<file path="src/rtl/partial_counter_window_if.sv">
// Bus bundle for the multi-channel filter-window counter: sequencing controls,
// latched configuration inputs and registered address/status outputs.
interface partial_counter_window_if #(
    parameter int CONFIG_BIT = 4,
    parameter int CH_BIT     = 2,
    parameter int ADDR_W     = 8
);
    logic                  init;
    logic                  inc;
    logic [CONFIG_BIT-1:0] filter_size;
    logic [CH_BIT-1:0]     num_ch;
    logic [ADDR_W-1:0]     base_addr;
    logic [ADDR_W-1:0]     ch_pitch;
    logic [CONFIG_BIT-1:0] cnt_out;
    logic [CH_BIT-1:0]     ch_out;
    logic [ADDR_W-1:0]     addr_out;
    logic                  cout;
    logic                  done;
    logic                  busy;

    modport master (
        output init, inc, filter_size, num_ch, base_addr, ch_pitch,
        input  cnt_out, ch_out, addr_out, cout, done, busy
    );

    modport slave (
        input  init, inc, filter_size, num_ch, base_addr, ch_pitch,
        output cnt_out, ch_out, addr_out, cout, done, busy
    );
endinterface

</file>
<file path="src/rtl/partial_counter_window.sv">
// Multi-channel filter-window counter: steps tap index per channel and emits
// a registered scratchpad address, a per-window wrap pulse and a sticky done.
//
//  state  | meaning
//  -------+-----------------------------------------------------------
//  S_IDLE | after reset; waiting for init, inc ignored
//  S_RUN  | stepping taps/channels on inc; busy=1
//  S_DONE | last tap of last channel consumed; done=1 until next init
module partial_counter_window #(
    parameter int CONFIG_BIT = 4,
    parameter int CH_BIT     = 2,
    parameter int ADDR_W     = 8
) (
    input  logic                    clk,
    input  logic                    rst_n,
    partial_counter_window_if.slave bus
);
    typedef enum logic [1:0] {S_IDLE, S_RUN, S_DONE} state_t;

    localparam logic [CONFIG_BIT-1:0] CNT_ONE  = 1;
    localparam logic [CH_BIT-1:0]     CH_ONE   = 1;
    localparam logic [ADDR_W-1:0]     ADDR_ONE = 1;

    state_t                state_q, state_nx;
    logic [CONFIG_BIT-1:0] fs_last_q, fs_last_nx, cnt_q, cnt_nx;
    logic [CH_BIT-1:0]     nc_last_q, nc_last_nx, ch_q, ch_nx;
    logic [ADDR_W-1:0]     base_q, base_nx, pitch_q, pitch_nx;
    logic [ADDR_W-1:0]     ch_base_q, ch_base_nx, addr_q, addr_nx;
    logic                  cout_q, cout_nx, done_q, done_nx, busy_q, busy_nx;

    always_ff @(posedge clk or negedge rst_n) begin
        if (!rst_n) begin
            state_q   <= S_IDLE;
            fs_last_q <= '0;
            nc_last_q <= '0;
            base_q    <= '0;
            pitch_q   <= '0;
            ch_base_q <= '0;
            cnt_q     <= '0;
            ch_q      <= '0;
            addr_q    <= '0;
            cout_q    <= 1'b0;
            done_q    <= 1'b0;
            busy_q    <= 1'b0;
        end else begin
            state_q   <= state_nx;
            fs_last_q <= fs_last_nx;
            nc_last_q <= nc_last_nx;
            base_q    <= base_nx;
            pitch_q   <= pitch_nx;
            ch_base_q <= ch_base_nx;
            cnt_q     <= cnt_nx;
            ch_q      <= ch_nx;
            addr_q    <= addr_nx;
            cout_q    <= cout_nx;
            done_q    <= done_nx;
            busy_q    <= busy_nx;
        end
    end

    // Config is stored as last index (size-1) so a size of 0 behaves as 1.
    always_comb begin
        state_nx   = state_q;
        fs_last_nx = fs_last_q;
        nc_last_nx = nc_last_q;
        base_nx    = base_q;
        pitch_nx   = pitch_q;
        ch_base_nx = ch_base_q;
        cnt_nx     = cnt_q;
        ch_nx      = ch_q;
        addr_nx    = addr_q;
        cout_nx    = 1'b0;
        done_nx    = done_q;
        busy_nx    = busy_q;

        if (bus.init) begin
            fs_last_nx = (bus.filter_size == '0) ? '0 : bus.filter_size - CNT_ONE;
            nc_last_nx = (bus.num_ch == '0) ? '0 : bus.num_ch - CH_ONE;
            base_nx    = bus.base_addr;
            pitch_nx   = bus.ch_pitch;
            ch_base_nx = bus.base_addr;
            addr_nx    = bus.base_addr;
            cnt_nx     = '0;
            ch_nx      = '0;
            done_nx    = 1'b0;
            busy_nx    = 1'b1;
            state_nx   = S_RUN;
        end else if (bus.inc && state_q == S_RUN) begin
            if (cnt_q != fs_last_q) begin
                cnt_nx  = cnt_q + CNT_ONE;
                addr_nx = addr_q + ADDR_ONE;
            end else begin
                cnt_nx  = '0;
                cout_nx = 1'b1;
                if (ch_q != nc_last_q) begin
                    // Channel base advances by pitch; avoids a multiplier.
                    ch_nx      = ch_q + CH_ONE;
                    ch_base_nx = ch_base_q + pitch_q;
                    addr_nx    = ch_base_q + pitch_q;
                end else begin
                    ch_nx      = '0;
                    ch_base_nx = base_q;
                    addr_nx    = base_q;
                    done_nx    = 1'b1;
                    busy_nx    = 1'b0;
                    state_nx   = S_DONE;
                end
            end
        end
    end

    assign bus.cnt_out  = cnt_q;
    assign bus.ch_out   = ch_q;
    assign bus.addr_out = addr_q;
    assign bus.cout     = cout_q;
    assign bus.done     = done_q;
    assign bus.busy     = busy_q;
endmodule

</file>
<file path="src/flat_wrapper.sv">
// flat-port wrapper written by rule: the top's interface ports become plain ports
module partial_counter_window_flat 
#(
    parameter int CONFIG_BIT = 4,
    parameter int CH_BIT     = 2,
    parameter int ADDR_W     = 8
)
  (clk, rst_n, bus_init, bus_inc, bus_filter_size, bus_num_ch, bus_base_addr, bus_ch_pitch, bus_cnt_out, bus_ch_out, bus_addr_out, bus_cout, bus_done, bus_busy);
  partial_counter_window_if #(.CONFIG_BIT(CONFIG_BIT), .CH_BIT(CH_BIT), .ADDR_W(ADDR_W)) bus_i ();
  input  logic clk;
  input  logic rst_n;
  input wire logic [$bits(bus_i.init)-1:0] bus_init;
  input wire logic [$bits(bus_i.inc)-1:0] bus_inc;
  input wire logic [$bits(bus_i.filter_size)-1:0] bus_filter_size;
  input wire logic [$bits(bus_i.num_ch)-1:0] bus_num_ch;
  input wire logic [$bits(bus_i.base_addr)-1:0] bus_base_addr;
  input wire logic [$bits(bus_i.ch_pitch)-1:0] bus_ch_pitch;
  output wire logic [$bits(bus_i.cnt_out)-1:0] bus_cnt_out;
  output wire logic [$bits(bus_i.ch_out)-1:0] bus_ch_out;
  output wire logic [$bits(bus_i.addr_out)-1:0] bus_addr_out;
  output wire logic [$bits(bus_i.cout)-1:0] bus_cout;
  output wire logic [$bits(bus_i.done)-1:0] bus_done;
  output wire logic [$bits(bus_i.busy)-1:0] bus_busy;
  assign bus_i.init = bus_init;
  assign bus_i.inc = bus_inc;
  assign bus_i.filter_size = bus_filter_size;
  assign bus_i.num_ch = bus_num_ch;
  assign bus_i.base_addr = bus_base_addr;
  assign bus_i.ch_pitch = bus_ch_pitch;
  assign bus_cnt_out = bus_i.cnt_out;
  assign bus_ch_out = bus_i.ch_out;
  assign bus_addr_out = bus_i.addr_out;
  assign bus_cout = bus_i.cout;
  assign bus_done = bus_i.done;
  assign bus_busy = bus_i.busy;
  partial_counter_window #(.CONFIG_BIT(CONFIG_BIT), .CH_BIT(CH_BIT), .ADDR_W(ADDR_W)) u_core (.clk(clk), .rst_n(rst_n), .bus(bus_i));
endmodule
</file>
<file path="config.mk">
export PLATFORM = sky130hd
export DESIGN_NAME = partial_counter_window_flat
export DESIGN_NICKNAME = d
export VERILOG_FILES = /design/src/rtl/partial_counter_window_if.sv /design/src/rtl/partial_counter_window.sv /design/src/flat_wrapper.sv
export SDC_FILE = /design/constraint.sdc
export NUM_CORES = 1
export LEC_CHECK = 0
export ABC_AREA = 1
export BUFFER_PORTS_ARGS = -buffer_cell sky130_fd_sc_hd__buf_4
export CAP_MARGIN = 30
export CORE_UTILIZATION = 25
export DETAILED_ROUTE_END_ITERATION = 6
export GPL_TIMING_DRIVEN = 0
export PLACE_DENSITY = 0.51
export SLEW_MARGIN = 20
export SYNTH_ARGS = -nofsm -noshare
export SYNTH_HDL_FRONTEND = slang
export SYNTH_SLANG_ARGS = --single-unit
</file>
<file path="constraint.sdc">
create_clock -name clk -period 2.9 [get_ports clk]
set_input_delay 0.58 -clock clk [delete_from_list [all_inputs] [get_ports clk]]
set_output_delay 0.58 -clock clk [all_outputs]
set_load 0.02 [all_outputs]
</file>
Yosys cells after proc, flatten, opt, wreduce, memory -nomap -nowiden
Cells that the tools add are included.
{"block": "word_totals", "latchBits": 0, "mem_bits_rw": 0, "out_inout_bits": 17, "n_memories": 0, "input_bits": 26, "romBits": 0, "ff_bits": 49}
{"block": "op_classes", "eq_ne": 5, "multipliers": 0, "muxes": 31, "div": 0, "n_reduce_logical": 6, "magnitude_cmp": 0, "addsub": 6, "shifts": 0, "n_bitwise": 0}
{"cell": "8-bit two-way mux", "n": 7}
{"cell": "2-bit two-way mux", "n": 9}
{"cell": "4-bit two-way mux", "n": 4}
{"cell": "1-bit two-way mux", "n": 11}
{"cell": "8-bit by 1-bit adder with 8-bit output, second input constant", "n": 1}
{"cell": "8-bit adder", "n": 1}
{"cell": "4-bit by 1-bit adder with 4-bit output, second input constant", "n": 1}
{"cell": "4-bit logical NOT", "n": 1}
{"cell": "2-bit != test, second input constant", "n": 2}
{"cell": "4-bit != test", "n": 1}
{"cell": "4-bit by 1-bit subtractor with 4-bit output, second input constant", "n": 1}
{"cell": "3-bit AND reduction", "n": 1}
{"cell": "2-bit by 1-bit adder with 2-bit output, second input constant", "n": 1}
{"cell": "2-bit by 1-bit equality test with 1-bit output, second input constant", "n": 1}
{"cell": "2-bit logical NOT", "n": 1}
{"cell": "2-bit != test", "n": 1}
{"cell": "2-bit AND reduction", "n": 1}
{"cell": "2-bit nonzero test", "n": 1}
{"cell": "2-bit by 1-bit subtractor with 2-bit output, second input constant", "n": 1}
{"cell": "1-bit logical AND", "n": 1}

Logic depth before layout (Yosys ltp)
{"block": "logic_depth", "depth_word": 5, "mapped_depth": 12, "mapped_depth_nobuf": 11}

Least setup slack after synthesis
No wires, ideal clock.
{"block": "synth_path", "kind": "flip-flop to flip-flop", "from": "reg u_core.ch_base_q[0]", "to": "reg u_core.addr_q[6] (netlist: u_core.bus.addr_out[6])", "arrival_ns": 1.614, "path_buffers": 0, "path_stages_with_launch": 11, "path_slack_ns": 1.159, "cell_sequence": "dfrtp_1 -> ha_1 -> inv_1 -> fa_1 -> nand3b_1 -> nand2_1 -> nand3_1 -> nand3_1 -> nand2_1 -> o21ai_0 -> nand2_1"}
{"block": "synth_between", "elab_chain_cells": 5}
{"element": "start: declaration", "line_no": "partial_counter_window.sv:28", "rtl": "logic [ADDR_W-1:0] ch_base_q, ch_base_nx, addr_q, addr_nx;"}
{"element": "start signal: assignment", "line_no": "partial_counter_window.sv:51", "rtl": "ch_base_q <= ch_base_nx;"}
{"element": "8-bit adder", "line_no": "partial_counter_window.sv:99", "rtl": "addr_nx = ch_base_q + pitch_q;"}
{"element": "8-bit two-way mux", "line_no": "partial_counter_window.sv:95", "rtl": "if (ch_q != nc_last_q) begin"}
{"element": "8-bit two-way mux", "line_no": "partial_counter_window.sv:89", "rtl": "if (cnt_q != fs_last_q) begin"}
{"element": "8-bit two-way mux", "line_no": "partial_counter_window.sv:88", "rtl": "end else if (bus.inc && state_q == S_RUN) begin"}
{"element": "8-bit two-way mux", "line_no": "partial_counter_window.sv:76", "rtl": "if (bus.init) begin"}
{"element": "end signal: assignment", "line_no": "partial_counter_window.sv:54", "rtl": "addr_q <= addr_nx;"}
{"element": "end: declaration", "line_no": "partial_counter_window.sv:28"}
Every way passes these cells. The select of a mux whose other input is x is not followed.
A chain may end at the register's enable or synchronous reset.

Worst setup path after layout
{"block": "layout_path", "from": "reg u_core.pitch_q[0]", "to": "reg u_core.addr_q[6] (netlist: u_core.bus.addr_out[6])"}
{"block": "layout_between", "elab_chain_cells": 5}
{"element": "start: declaration", "line_no": "partial_counter_window.sv:27", "rtl": "logic [ADDR_W-1:0] base_q, base_nx, pitch_q, pitch_nx;"}
{"element": "start signal: assignment", "line_no": "partial_counter_window.sv:50", "rtl": "pitch_q <= pitch_nx;"}
{"element": "8-bit adder", "line_no": "partial_counter_window.sv:99"}
{"element": "8-bit two-way mux", "line_no": "partial_counter_window.sv:95"}
{"element": "8-bit two-way mux", "line_no": "partial_counter_window.sv:89"}
{"element": "8-bit two-way mux", "line_no": "partial_counter_window.sv:88"}
{"element": "8-bit two-way mux", "line_no": "partial_counter_window.sv:76"}
Every way passes these cells. The select of a mux whose other input is x is not followed.

==> flow_summary_export.csv <==
group,metric,value,unit
power_and_ir_drop,leakagePower,1.66,nW
sta,period_minus_slack,2.02,ns
power_and_ir_drop,p_comb_frac,0.361,
cts,clock_latency,0.30,ns
cts,cts_buffers,5,
sta,worst_clock_skew,0.00415,ns
cells_and_area,design_area,0.00327,mm²
floorplan,pin_count,43,
global_routing,grt_max_degree,48,
cells_and_area,fillers,1157,
sta,rsz0062_at_grt,"false",
sta,fmax,0.494,GHz
detailed_routing,wire_per_inst,13.1,µm
power_and_ir_drop,max-vdd-ir-drop,0.227,mV
synthesis,ys_types,33,
global_routing,grt_use_met2,0.216,
synthesis,yosysWarnings,0,
cts,cts_repair_resize_count,0,
hold_path,hp-class,"in -> async",
detailed_routing,drc,0,
floorplan,dieArea,0.0111,mm²
sta,whs,0.265,ns
worst_setup_path,cp_slowest_stage_delay,0.39,ns
floorplan,initial_core_util,0.259,
place,dp.cells,517,
place,place_ws,0.860,ns
global_routing,grt_pass1_wl,11600,µm
floorplan,design.core.area,0.0104,mm²
synthesis,synth_area_per_cell,7.91,µm²
cells_and_area,syn2layout_area_growth,22.0,%
worst_setup_path,crit_slowest_cell,"fa_1",
cts,clock_sinks,47,
status,status,"completed",
cells_and_area,nets,424,
worst_setup_path,crit_type,"reg -> reg",
power_and_ir_drop,seq_power_share,0.413,
global_routing,met3_usage,0.0235,
cells_and_area,layout_common_cells,"nand2_1 (102), dfrtp_1 (47), inv_1 (42), buf_4 (42), nand3_1 (32)",
detailed_routing,drt_first_pass_iters,4,
detailed_routing,vias_per_cell,4.42,
sta,worst_pin_slew,0.621,ns
worst_setup_path,cp_num_buf_inv,1,
power_and_ir_drop,switchingPower,0.766,mW
global_routing,use_met1,0.188,
sta,hold_viol,0,
flow_run,timing.max_cap.violations,0,
global_routing,antenna_found_initial,0,
cells_and_area,final_common_cell,"nand2_1",
global_routing,overflow,0,
synthesis,yosysSeqAreaShare,0.439,
cells_and_area,drive_gt1_frac,0.180,
sta,setup-violations-final,0,
global_routing,grt_busiest_layer,"met2",
cells_and_area,diodes,0,
cts,cts_buffer_depth,2,
worst_setup_path,startpoint_type,"flip-flop",
place,hpwl,5350,µm
global_routing,gr-usage-all-layers,0.136,
power_and_ir_drop,p_int,1.25,mW
worst_setup_path,cp_common_cell,"nand2_1",
synthesis,synth_seq_cells,47,
floorplan,dieWidth,106,µm
sta,relSlewSlack,0.586,
detailed_routing,via_count,2323,
worst_setup_path,worstPathArrival,2.20,ns
synthesis,syn-cell-area,0.00268,mm²
place,postPlaceCellArea,0.00317,mm²
cells_and_area,final_core_util,0.315,
sta,slew_viol_final,0,
global_routing,grt_pass1_vias,2296,
sta,setup-tns-final,0,ns
synthesis,synthCells,339,
detailed_routing,ant_nets,0,
sta,post-route-period-util,0.698,
worst_setup_path,path_delay_family,"simple AND/OR/NAND/NOR gates",
power_and_ir_drop,swShare,0.380,
detailed_routing,wl,6890,µm
cts,htreeDepth,2,
power_and_ir_drop,clkPwrFrac,0.226,
sta,layout_setup_ws,0.877,ns
cts,holdBufCountCts,0,
power_and_ir_drop,finalPower,2.01,mW
cts,clkSlewWorstSetupHoldPaths,0.09,ns
worst_setup_path,crit_fanout,3,
detailed_routing,drtIter0Drc,86,
synthesis,synth_nets,375,
cts,cts_tree,"done",
worst_setup_path,worstSetupEndpointType,"flip-flop",
power_and_ir_drop,p_per_area,616,mW/mm²
cells_and_area,fin_cells,525,
floorplan,rows,37,
place,port_buffers,42,
worst_setup_path,path_cells,"ha_1 -> inv_1 -> fa_1 -> nand3b_1 -> nand2_1 -> nand3_1 -> nand3_1 -> nand2_1 -> o21ai_0 -> nand2_1",
cts,post-cts-setup-buffers,0,
cts,cts_root_buf,"clkbuf_8",
floorplan,chipHeight,106,µm
place,gp_congestion,0.802,
worst_setup_path,cp_data_required_time,3.08,ns
registers in the layout (all words and copies together), names as in the netlist:
signal / flops
u_core.bus.cout: 1
u_core.ch_base_q: 8
u_core.bus.done: 1
u_core.bus.ch_out: 2
u_core.fs_last_q: 4
u_core.base_q: 8
u_core.bus.cnt_out: 4
u_core.nc_last_q: 2
u_core.state_q: 1
u_core.pitch_q: 8
u_core.bus.addr_out: 8
synth_stat cells:
| library cell | count | area (µm²) |
|---|---|---|
| a21oi_1 | 14 | 70.1 |
| nor2_4 | 1 | 11.3 |
| xnor2_1 | 5 | 43.8 |
| nand3b_1 | 1 | 7.51 |
| a31oi_2 | 1 | 12.5 |
| nor2_2 | 1 | 6.26 |
| o21ai_0 | 21 | 105 |
| inv_4 | 1 | 6.26 |
| nand2_1 | 102 | 383 |
| o21bai_1 | 4 | 30.0 |
| nand2_2 | 2 | 12.5 |
| a21boi_1 | 1 | 7.51 |
| o22ai_1 | 3 | 18.8 |
| ha_1 | 9 | 113 |
| inv_1 | 42 | 158 |
| fa_1 | 1 | 20.0 |
| a21oi_2 | 2 | 17.5 |
| dfrtp_1 | 47 | 1180 |
| inv_2 | 3 | 11.3 |
| or2_2 | 1 | 6.26 |
| o2111ai_1 | 1 | 8.76 |
| nand4_1 | 5 | 31.3 |
| a22oi_1 | 1 | 7.51 |
| nor2_1 | 16 | 60.1 |
| xor2_1 | 6 | 52.6 |
| clkinv_4 | 1 | 8.76 |
| nand2_8 | 3 | 60.1 |
| o211ai_1 | 4 | 30.0 |
| a22o_1 | 1 | 8.76 |
| clkbuf_1 | 3 | 11.3 |
| nand3_1 | 32 | 160 |
| buf_2 | 3 | 15.0 |
| buf_6 | 1 | 11.3 |
per-layer routing:
layer	up-vias	part of all wire
met2	39	0.46
li1	1192	-
met1	1082	0.50
met3	10	0.034
met5	-	0
met4	0	0.014
area by class of cell:
cell class                      instances  area [µm²]  area share
Buffer                                  7        37.5      0.0115
Clock buffer                            7        96.3      0.0295
Clock inverter                          1        7.51     0.00230
Inverter                               47         184      0.0562
Multi-Input combinational cell        238        1280       0.393
Sequential cell                        47        1180       0.360
Tap cell                              136         170      0.0520
Timing Repair Buffer                   42         315      0.0964
worst paths after layout:
| path | start | endpoint | slack (ns) | depth (start not counted) |
|---|---|---|---|---|
| max | u_core.pitch_q[0]$_DFFE_PN0P_ | u_core.bus.addr_out[6]$_DFFE_PN0P_ | 0.88 | 10 |
| min | rst_n | u_core.bus.addr_out[1]$_DFFE_PN0P_ | 0.27 | 1 |
| max reg2reg | u_core.pitch_q[0]$_DFFE_PN0P_ | u_core.bus.addr_out[6]$_DFFE_PN0P_ | 0.88 | 10 |
| min reg2reg | u_core.base_q[1]$_DFFE_PN0P_ | u_core.base_q[1]$_DFFE_PN0P_ | 0.48 | 2 |
| max in group asynchronous | rst_n | u_core.bus.addr_out[6]$_DFFE_PN0P_ | 2.19 | 1 |
| min in group clk | bus_filter_size[0] | u_core.fs_last_q[0]$_DFFE_PN0P_ | 0.47 | 2 |
power by group through the flow:
stage                     logic (mW)  clock network (mW)  registers, mW
after floorplan                0.464                   0          0.871
after global placement         0.730                   0          0.846
after detailed placement       0.738                   0          0.847
after CTS                      0.741               0.466          0.834
after global routing           0.833               0.490          0.847
final                          0.727               0.455          0.832
kinds of logic after synthesis:
group                      count (synthesis)  share of synthesized area
DFF                                       47                      0.439
AOI/OAI and AO/OA                         53                      0.118
adders and majority gates                 10                     0.0495
buffers and inverters                     54                     0.0826
xor gates and xnor gates                  11                     0.0359
and+or+nand+nor                          164                      0.275
Power figures use the tool's default switching activity.
